--- config.mk ---
export PLATFORM = sky130hd
export DESIGN_NAME = uart_cmd_parser
export DESIGN_NICKNAME = d
export VERILOG_FILES = /design/src/rtl/uart_cmd_parser.sv
export SDC_FILE = /design/constraint.sdc
export NUM_CORES = 1
export LEC_CHECK = 0
export BUFFER_PORTS_ARGS = -buffer_cell sky130_fd_sc_hd__buf_2
export CORE_ASPECT_RATIO = 2
export CORE_MARGIN = 10
export CORE_UTILIZATION = 57
export CTS_CLUSTER_SIZE = 16
export DETAILED_ROUTE_END_ITERATION = 7
export GPL_TIMING_DRIVEN = 0
export PLACE_DENSITY = 0.79
export SKIP_LAST_GASP = 1
export SYNTH_ARGS = -nofsm -noshare
export SYNTH_HDL_FRONTEND = slang
export SYNTH_SLANG_ARGS = --single-unit
export TNS_END_PERCENT = 100
--- constraint.sdc ---
create_clock -name clk -period 1.93 [get_ports clk]
set_input_delay 0.0965 -clock clk [delete_from_list [all_inputs] [get_ports clk]]
set_output_delay 0.0965 -clock clk [all_outputs]
set_load 0.1 [all_outputs]
--- src/rtl/uart_cmd_parser.sv ---
// Byte-stream command parser: HDR0 HDR1 CMD D3 D2 D1 D0 CSUM frames,
// with an ACK/NAK response byte sent back through the UART transmitter.
module uart_cmd_parser #(
    parameter int unsigned TIMEOUT_CYCLES = 1_000_000,
    parameter logic [7:0]  HDR0           = 8'h55,
    parameter logic [7:0]  HDR1           = 8'hAA,
    parameter logic [7:0]  ACK_BYTE       = 8'h06,
    parameter logic [7:0]  NAK_BYTE       = 8'h15
) (
    input  logic        clk,
    input  logic        rst,
    input  logic [7:0]  rx_data,
    input  logic        rx_rec_flag,
    output logic        rx_clr,
    output logic [7:0]  tx_data,
    output logic        tx_start,
    input  logic        tx_done,
    input  logic        tx_idle,
    output logic [7:0]  cmd_code,
    output logic [31:0] cmd_data,
    output logic        cmd_valid,
    output logic        frame_err,
    output logic        busy
);

    typedef enum logic [2:0] {
        IDLE,
        GOT_H0,
        GET_CMD,
        GET_DATA,
        GET_CSUM,
        SEND,
        WAIT_TX
    } state_t;

    localparam int unsigned GW = $clog2(TIMEOUT_CYCLES + 1);

    state_t        state;
    logic          arm;
    logic [1:0]    idx;
    logic [7:0]    cmd_shadow;
    logic [31:0]   data_shadow;
    logic [7:0]    csum;
    logic [7:0]    resp;
    logic [GW-1:0] gap;

    logic accept;
    logic in_frame;
    logic timed_out;

    // The receiver flag is level-held, so arm blocks re-taking the same byte
    // until the flag has been observed low after rx_clr.
    assign accept    = rx_rec_flag && arm;
    assign in_frame  = state inside {GOT_H0, GET_CMD, GET_DATA, GET_CSUM};
    assign timed_out = in_frame && !accept && (gap == GW'(TIMEOUT_CYCLES - 1));
    assign busy      = (state != IDLE);

    always_ff @(posedge clk) begin
        if (rst) begin
            state       <= IDLE;
            arm         <= 1'b1;
            idx         <= '0;
            cmd_shadow  <= '0;
            data_shadow <= '0;
            csum        <= '0;
            resp        <= '0;
            gap         <= '0;
            rx_clr      <= 1'b0;
            tx_data     <= '0;
            tx_start    <= 1'b0;
            cmd_code    <= '0;
            cmd_data    <= '0;
            cmd_valid   <= 1'b0;
            frame_err   <= 1'b0;
        end else begin
            rx_clr    <= accept;
            cmd_valid <= 1'b0;
            frame_err <= 1'b0;
            tx_start  <= 1'b0;

            if (accept)
                arm <= 1'b0;
            else if (!rx_rec_flag)
                arm <= 1'b1;

            if (!in_frame || accept)
                gap <= '0;
            else
                gap <= gap + GW'(1);

            if (timed_out) begin
                state     <= IDLE;
                frame_err <= 1'b1;
            end else begin
                case (state)
                    IDLE: begin
                        if (accept && rx_data == HDR0)
                            state <= GOT_H0;
                    end
                    GOT_H0: begin
                        if (accept) begin
                            if (rx_data == HDR1)
                                state <= GET_CMD;
                            else if (rx_data != HDR0)
                                state <= IDLE;
                        end
                    end
                    GET_CMD: begin
                        if (accept) begin
                            cmd_shadow <= rx_data;
                            csum       <= rx_data;
                            idx        <= '0;
                            state      <= GET_DATA;
                        end
                    end
                    GET_DATA: begin
                        if (accept) begin
                            data_shadow <= {data_shadow[23:0], rx_data};
                            csum        <= csum + rx_data;
                            idx         <= idx + 2'd1;
                            if (idx == 2'd3)
                                state <= GET_CSUM;
                        end
                    end
                    GET_CSUM: begin
                        if (accept) begin
                            if (rx_data == csum) begin
                                cmd_code  <= cmd_shadow;
                                cmd_data  <= data_shadow;
                                cmd_valid <= 1'b1;
                                resp      <= ACK_BYTE;
                            end else begin
                                frame_err <= 1'b1;
                                resp      <= NAK_BYTE;
                            end
                            state <= SEND;
                        end
                    end
                    SEND: begin
                        if (tx_idle) begin
                            tx_data  <= resp;
                            tx_start <= 1'b1;
                            state    <= WAIT_TX;
                        end
                    end
                    WAIT_TX: begin
                        if (tx_done)
                            state <= IDLE;
                    end
                    default: state <= IDLE;
                endcase
            end
        end
    end

endmodule

==> results of run 1 <==
==> through the flow <==
stage / total power [mW] / utilization (%) / worst slack (ns) / cells / hold WS (ns)
floorplan: 2.733 / - / 0.08932 / 639 / 0.1702
global placement: 2.785 / 62.84 / -0.1736 / 801 / 0.3117
detailed placement: 2.787 / 62.84 / -0.2013 / 801 / 0.3203
CTS: 5.837 / 70.25 / 0.004033 / 833 / 0.004013
global route: 5.965 / 70.95 / -0.09310 / 833 / 0.03759
finish: 5.831 / 70.95 / -0.04381 / 833 / 0.01058
==> power groups by stage <==
stage | sequential, mW | combinational [mW] | clock [mW]
after floorplan | 2.63 | 0.105 | 0
after global placement | 2.62 | 0.165 | 0
after detailed placement | 2.62 | 0.167 | 0
after CTS | 2.57 | 0.181 | 3.09
after global routing | 2.56 | 0.200 | 3.20
final | 2.57 | 0.190 | 3.07
==> cells by family after synthesis <==
group	after synthesis
adder cells (fa/ha/maj)	10
other	1
buffers and inverters	52
multiplexers	4
XOR/XNOR	16
AND/OR/NAND/NOR	284
flip-flops	124
AO/OA/AOI/OAI	145
==> critical path, cell delays in order (launching register included) <==
cell	delay, ns
dfxtp_2	0.33
ha_4	0.25
nor4_4	0.30
nand3_1	0.12
buf_6	0.15
or2_1	0.25
buf_6	0.15
buf_8	0.14
nand2_1	0.07
a21oi_1	0.07
==> flip-flops by register name, indices dropped and copies added, names as in the netlist <==
| signal | flops |
|---|---|
| data_shadow | 32 |
| tx_start | 1 |
| state | 3 |
| frame_err | 1 |
| cmd_valid | 1 |
| cmd_data | 32 |
| gap | 20 |
| idx | 2 |
| rx_clr | 1 |
| cmd_shadow | 8 |
| cmd_code | 8 |
| csum | 8 |
| resp | 3 |
| arm | 1 |
| tx_data | 3 |
==> placed cells by master, fill, tap and decap left out, types with 3 or more instances in the layout <==
cell	synthesis	final
conb_1	1	4
dfxtp_1	124	121
clkbuf_1	26	22
dfxtp_2	0	3
ha_4	0	4
clkbuf_8	0	3
nor2b_1	5	4
or2_2	3	3
buf_6	5	5
or3_1	7	6
nand2b_1	3	3
nand2_1	166	163
clkinv_2	0	3
o21ai_0	18	18
a211oi_1	9	9
nor4_1	4	3
nand3_1	11	11
mux2i_1	3	3
inv_1	8	8
nor3_1	16	16
a21oi_1	94	94
xnor2_1	10	10
buf_4	5	7
ha_1	9	3
buf_2	8	69
nand2_2	1	4
clkbuf_2	0	3
and4_1	3	3
o21a_1	5	5
clkbuf_16	0	17
xor2_1	6	6
nor2_1	46	44
nand4_1	3	3
==> layout make-up <==
type                    count  area [µm²]  share of cell area (%)
plain buffers              41       229.0                   3.630
clock buffers              23       478.0                   7.578
clock inverters             7       90.09                   1.428
inverters                   8       30.03                  0.4761
multi-input cells         463        2520                   39.95
flip-flops and latches    124        2486                   39.42
well taps                 102       127.6                   2.023
repair buffers             65       346.6                   5.495
==> routing by layer <==
layer  wire length [µm]  share of wire (%)  up-vias  GRT usage, %
met1               4600                 33     2224         17.91
met3                916                6.5       60         6.575
li1                   -                  -     2326             -
met4                691                4.9        0         12.52
met2               7780                 56      172         38.93
met5                  0                  0        -             0
==> what timing repair did <==
item | in CTS | in global routing
hold buffers | 2 | 0
pin swaps | 2 | 5
endpoints found under the hold margin | 3 | 0
resized for setup | 12 | 20
setup buffers | 1 | 2
endpoints found under the setup margin | 44 | 106
==> how the worst min path moves through the flow <==
stage	start	slack, ns	end
6_report	rx_data[0]	0.01	data_shadow[0]
5_1_grt	rx_data[0]	0.04	data_shadow[0]
4_1_cts	rx_data[3]	0.004	cmd_shadow[3]
3_5_place_dp	rx_rec_flag	0.32	arm
3_3_place_gp	rx_rec_flag	0.31	arm
2_1_floorplan	rx_rec_flag	0.17	arm
==> summary.md, run 1 <==
| Metric | Value |
|---|---|
| Run status | finished, violations left |
| Failing checks | setup timing |
| Fmax | between 500 and 600 MHz |
| HP Class | in -> reg |
| Async set-reset flop share out of synthesis | 0% |
| Remaining Overflow, GRT | 0 |
| Tmin final | about 2.0 ns |
| Clock Tree Buf Depth | 2 |
| FF-to-FF setup slack | -0.04 ns |
| H-tree depth | 4 |
| NumNets Final | approximately 740 |
| Initial antenna violation count | 0 |
| Core Box Area | approximately 8900 µm² |
| P per Cell Area | about 920 nW/µm² |
| Number of synthesized flops with an enable pin | 0 |
| Warnings from Yosys | 0 |
| Leak pwr | between 2 and 2.5 nW |
| Die width | a little under 90 µm |
| Synth Instances | 636 |
| Synth Register Bits | between 100 and 150 |
| CTS buffer count | 17 |
| Post-synthesis compound-gate area fraction | 15.90% |
| Final Setup Violations | 40 |
| Share of cells above drive strength 1 | a little under a fifth |
| XOR/XNOR Fraction of Synth Area | about 2.7% |
| Max cap viols | 0 |
| Worst r2r src | csum[2] |
| Chip Height | between 150 and 200 µm |
| DR vias/cell | 5.741 |
| Hold Vio Cnt, Final | 0 |
| WP data required | ~2.2 ns |
| CP Capture Type | register |
| Vias | between 4k and 5k |
| Row cnt | just under 50 |
| CTS tree | yes |
| Critical setup path kind | reg -> reg |
| Register share of total power | 44.0% |
| GRT Total Usage | between 20% and 30% |
| Hold path depth | 3 |
| Clock slew at the register clock pins of the worst setup and hold paths | 0.05 ns |
| Peak supply drop | approximately 670 µV |
| Pin count of the biggest net entering global routing | 17 |
| Die area | approximately 13000 µm² |
| CP endpoint | cmd_data[3] |
| Post-synth top area cell | dfxtp_1 |
| PnR worst setup slack | -0.04381 ns |
| Gate power share | between 3 and 4% |
| Global-route wire length before repair | around 22000 µm |
| Final Instance Area | roughly 6300 µm² |
| Clock Skews | just over 0.007 ns |
| Top cells by area, synth | dfxtp_1 (48%), nand2_1 (12%), a21oi_1 (9.1%), nor2_1 (3.4%), ha_1 (2.2%) |
| DRT antenna net count | 0 |
| Setup TNS | -0.6726 ns |
| Post-route DRC | 0 |
| Post-synthesis area per instance | 8.091 µm² |
| Total routed wirelength | ~14000 µm |
| CP Launch Point | csum[2] |
| I/O Pins | 66 |
| Slew Limit Headroom | 57.38% |
| Clk sinks | 124 |
| Max FO, Critical Path | 10 |
| Worst r2r dst | cmd_data[3] |
| Synth Area in Adders | between 2 and 3% |
| Switching power | around 1.2 mW |
| Worst Path Arrival | around 2.3 ns |
| RSZ-0062 raised after global routing | true |
| GP Congestion | 0.8766 |
| Synth Flop Type | dfxtp_1 |
| Worst slew pin tran | between 0.6 and 0.7 ns |
| PortBufs | 60 |
| Seq/Total Area, Yosys | between 40 and 50% |
| Final count of pins violating max slew | 0 |
| Post-Syn Area | between 5000 and 6000 µm² |
| DR WL/cell | about 17 µm |
| Count leader, synth | nand2_1 |
| Type of origin of the critical path | register |
| Fill count | between 700 and 800 |
| Clk Latency, worst-skew pair | roughly 0.42 ns |
| Post-DP Area | roughly 5600 µm² |
| Number of antenna cells inserted | 0 |
| Clk root buf | clkbuf_16 |
| Post-synthesis cell type count | between 50 and 60 |
| Post-synthesis simple-gate area fraction | between 20% and 30% |
| Final period util | 102.3% |
| Initial DRC Count | around 340 |
| Reg2Reg Depth | 9 |
| Vias in the first global route | about 4.8k |
| Most frequent cells after synthesis | nand2_1 (166), dfxtp_1 (124), a21oi_1 (94) |
| Sw Ratio | between 20% and 30% |
| Initial core utilization | between 50% and 60% |
| DP Wirelength | approximately 10000 µm |
| Area Growth Syn to Fin | 22.56% |
| Pint | 4.592 mW |
| Clock power share | between 50% and 60% |
| Mux contribution to synthesized area | less than 1% |
| Largest family of logic cells by synthesized area | simple AND/OR/NAND/NOR gates |
| Pre-antenna DRT Iters | 5 |
| Post-synth top area share | between 40 and 50% |
(Power assumes the default switching activity.)
==> inputs of run 2 (changes only) <==
CORE_UTILIZATION = 52   (was 57)
PLACE_DENSITY = 0.76   (was 0.79)
clock period = 1.6 ns   (was 1.93 ns; I/O delays follow)
==> summary.md, run 2 (synthesis gave the netlist of run 1 again) <==
| Metric | Value |
|---|---|
| Run status | finished, violations left |
| Failing checks | setup timing |
| Reg2Reg Depth | 9 (unchanged) |
| Slew Limit Headroom | 51.50% (-5.9 points) |
| GP Congestion | 0.9264 (+5.7%) |
| Most frequent cells in the layout | nand2_1 (139), dfxtp_1 (108), a21oi_1 (74) |
| Post-layout instance count excluding filler cells | 904 (+8.5%) |
| WHS | 0.02668 ns (+0.01610 ns) |
| DRT antenna net count | 0 (unchanged) |
| Final count of pins violating max slew | 0 (unchanged) |
| Type of origin of the critical path | register |
| Pin count of the biggest net entering global routing | 17 (unchanged) |
| Hold path start | rx_rec_flag |
| Total routed wirelength | 16660 µm (+19%) |
| Share of cells above drive strength 1 | 36.14% (+17 points) |
| PortBufs | 60 (unchanged) |
| Final Util | 75.85% (+4.9 points) |
| Die area | 14520 µm² (+7.9%) |
| Clock Tree Buf Depth | 2 (unchanged) |
| Critical setup path kind | reg -> reg |
| Max cap viols | 0 (unchanged) |
| DR vias/cell | 5.679 (-1.1%) |
| Clk root buf | clkbuf_16 |
| Core Box Area | 9699 µm² (+9.1%) |
| Critical Path Max Stage Delay | 0.33 ns (about the same) |
| Area of the multi-input gates | 2934 µm² (+16%) |
| Worst slew pin tran | 0.7275 ns (+0.08815 ns) |
| Remaining Overflow, GRT | 0 (unchanged) |
| Vias | 5134 (+7.4%) |
| GRT Total Usage | 21.21% (+0.44 points) |
| Setup TNS | -10.93 ns (-10.26 ns) |
| Clk sinks | 124 (unchanged) |
| Peak supply drop | 798.0 µV (+19%) |
| Leak pwr | 2.758 nW (+18%) |
| Clk Latency, worst-skew pair | 0.41 ns (about the same) |
| Vias in the first global route | 5229 (+8.7%) |
| CP Capture Type | register |
| Global-route wire length before repair | 25100 µm (+12%) |
| NumNets Final | 782 (+5.2%) |
| Clock Skews | 0.006330 ns (-0.0009380 ns) |
| HP Class | in -> reg |
| Sequential Area | 2520 µm² (+1.4%) |
| Initial DRC Count | 301 (-10%) |
| WP data required | 1.93 ns (-0.28 ns) |
| Number of antenna cells inserted | 0 (unchanged) |
| Row cnt | 51 (+4.1%) |
| Fmax | 531.8 MHz (+5.0%) |
| Biggest regs | cmd_data: 32 flops, data_shadow: 32 flops, gap: 20 flops |
| Final period util | 117.5% (+15 points) |
| Chip Height | 160.7 µm (+4.1%) |
| CTS buffer count | 17 (unchanged) |
| PnR worst setup slack | -0.2804 ns (-0.2365 ns) |
| Max FO, Critical Path | 6 (-4) |
| RSZ-0062 raised after global routing | true |
| Initial core utilization | 53.06% (-4.8 points) |
| Worst r2r dst | cmd_code[1] |
| Worst Path Arrival | 2.21 ns (-0.04 ns) |
| FF-to-FF setup slack | -0.28 ns (-0.24 ns) |
| Final Setup Violations | 52 (+30%) |
| H-tree depth | 4 (unchanged) |
| Clock slew at the register clock pins of the worst setup and hold paths | 0.06 ns (about the same) |
| DR WL/cell | 18.43 µm (+9.7%) |
| Initial antenna violation count | 0 (unchanged) |
| CTS tree | yes |
| Tmin final | 1.880 ns (-0.09345 ns) |
| Post-route DRC | 0 (unchanged) |
| I/O Pins | 66 (unchanged) |
| Commonest non-fill, non-tap cell in the layout | nand2_1 |
| Worst path slowest cell | dfxtp_2 |
| Crit path cell chain | ha_4, nor4_4, nand3_2, buf_6, nor2_4, buf_6, buf_6, nand2_1, a21oi_1 |
| Hold path endpoint | rx_clr |
| Inst Count DP | 831 (+3.7%) |
| Hold Vio Cnt, Final | 0 (unchanged) |
| P per Cell Area | 1073 nW/µm² (+16%) |
| Pre-antenna DRT Iters | 5 (unchanged) |
| Most frequent CP cell | buf_6 |
| Die width | 90.35 µm (+3.6%) |
| Worst r2r src | csum[6] |
| Hold path depth | 3 (unchanged) |
| DP Wirelength | 10070 µm (about the same) |
| Area Growth Syn to Fin | 42.96% |
| Fill count | 649 (-7.5%) |
==> run 2: changes by cell type in the layout (fill, tap and decap cells not counted), moves of 7 or more <==
cell | before | now
a21oi_2 | 1 | 21
buf_6 | 5 | 14
a21oi_1 | 94 | 74
buf_4 | 7 | 37
nand2_2 | 4 | 21
nand2_1 | 163 | 139
dfxtp_1 | 121 | 108
clkbuf_1 | 22 | 13
nand2_4 | 0 | 7
dfxtp_4 | 0 | 7
==> run 2: what timing repair did <==
| action | in CTS | in global routing |
|---|---|---|
| buffers inserted | 13 | 20 |
| hold buffers | 5 | 0 |
| endpoints found under the hold margin | 6 | 0 |
| cloned | 6 | 0 |
| pin swaps | 31 | 42 |
| gates resized for setup | 109 | 83 |
| endpoints found under the setup margin | 118 | 83 |
==> run 2: critical path, delay by kind of cell, from the launching register on <==
kind	cells	cell delay, ns
DFF	1	0.33
adders and majority gates	1	0.25
AOI/OAI and AO/OA	1	0.16
buffers and inverters	3	0.45
and+or+nand+nor	4	0.60
==> run 2: worst max-delay path by stage <==
stage          depth (start not counted)            to     from
2_1_floorplan                          8   cmd_code[2]  csum[4]
3_3_place_gp                           7   cmd_data[4]  csum[4]
3_5_place_dp                           7   cmd_code[1]  csum[4]
4_1_cts                                9  cmd_data[18]  csum[6]
5_1_grt                                9   cmd_code[1]  csum[6]
6_report                               9   cmd_code[1]  csum[6]
==> run 2: per-layer routing <==
metal,GRT usage [%],vias to the layer above,routed length [µm]
li1,-,2394,-
met1,19.62,2448,5744
met2,39.74,211,9162
met3,5.509,81,877
met4,13.46,0,875
met5,0,-,0
==> run 2: area by class of cell <==
type	count	area share, %
multi-input combinational	463	39.88
clock buffer	22	6.718
buffer	41	4.167
inverter	8	0.4082
timing repair buffer	104	9.507
tap	132	2.245
clock inverter	10	2.823
sequential	124	34.25
==> run 2: stage by stage <==
stage	setup WS, ns	total power [mW]	instance area (µm²)
after floorplan	-0.09266	3.306	5239
after detailed placement	-0.3922	3.377	5704
after global placement	-0.3546	3.374	5704
after global routing	-0.4031	8.047	7357
final	-0.2804	7.893	7357
after CTS	-0.2208	7.856	6944
==> run 2: report_power, final <==
part           total, mW  internal [mW]  switching [mW]
logic              0.274         0.0810           0.193
registers           3.08           3.08         0.00209
clock network       4.54           3.13            1.41
total               7.89           6.29            1.60
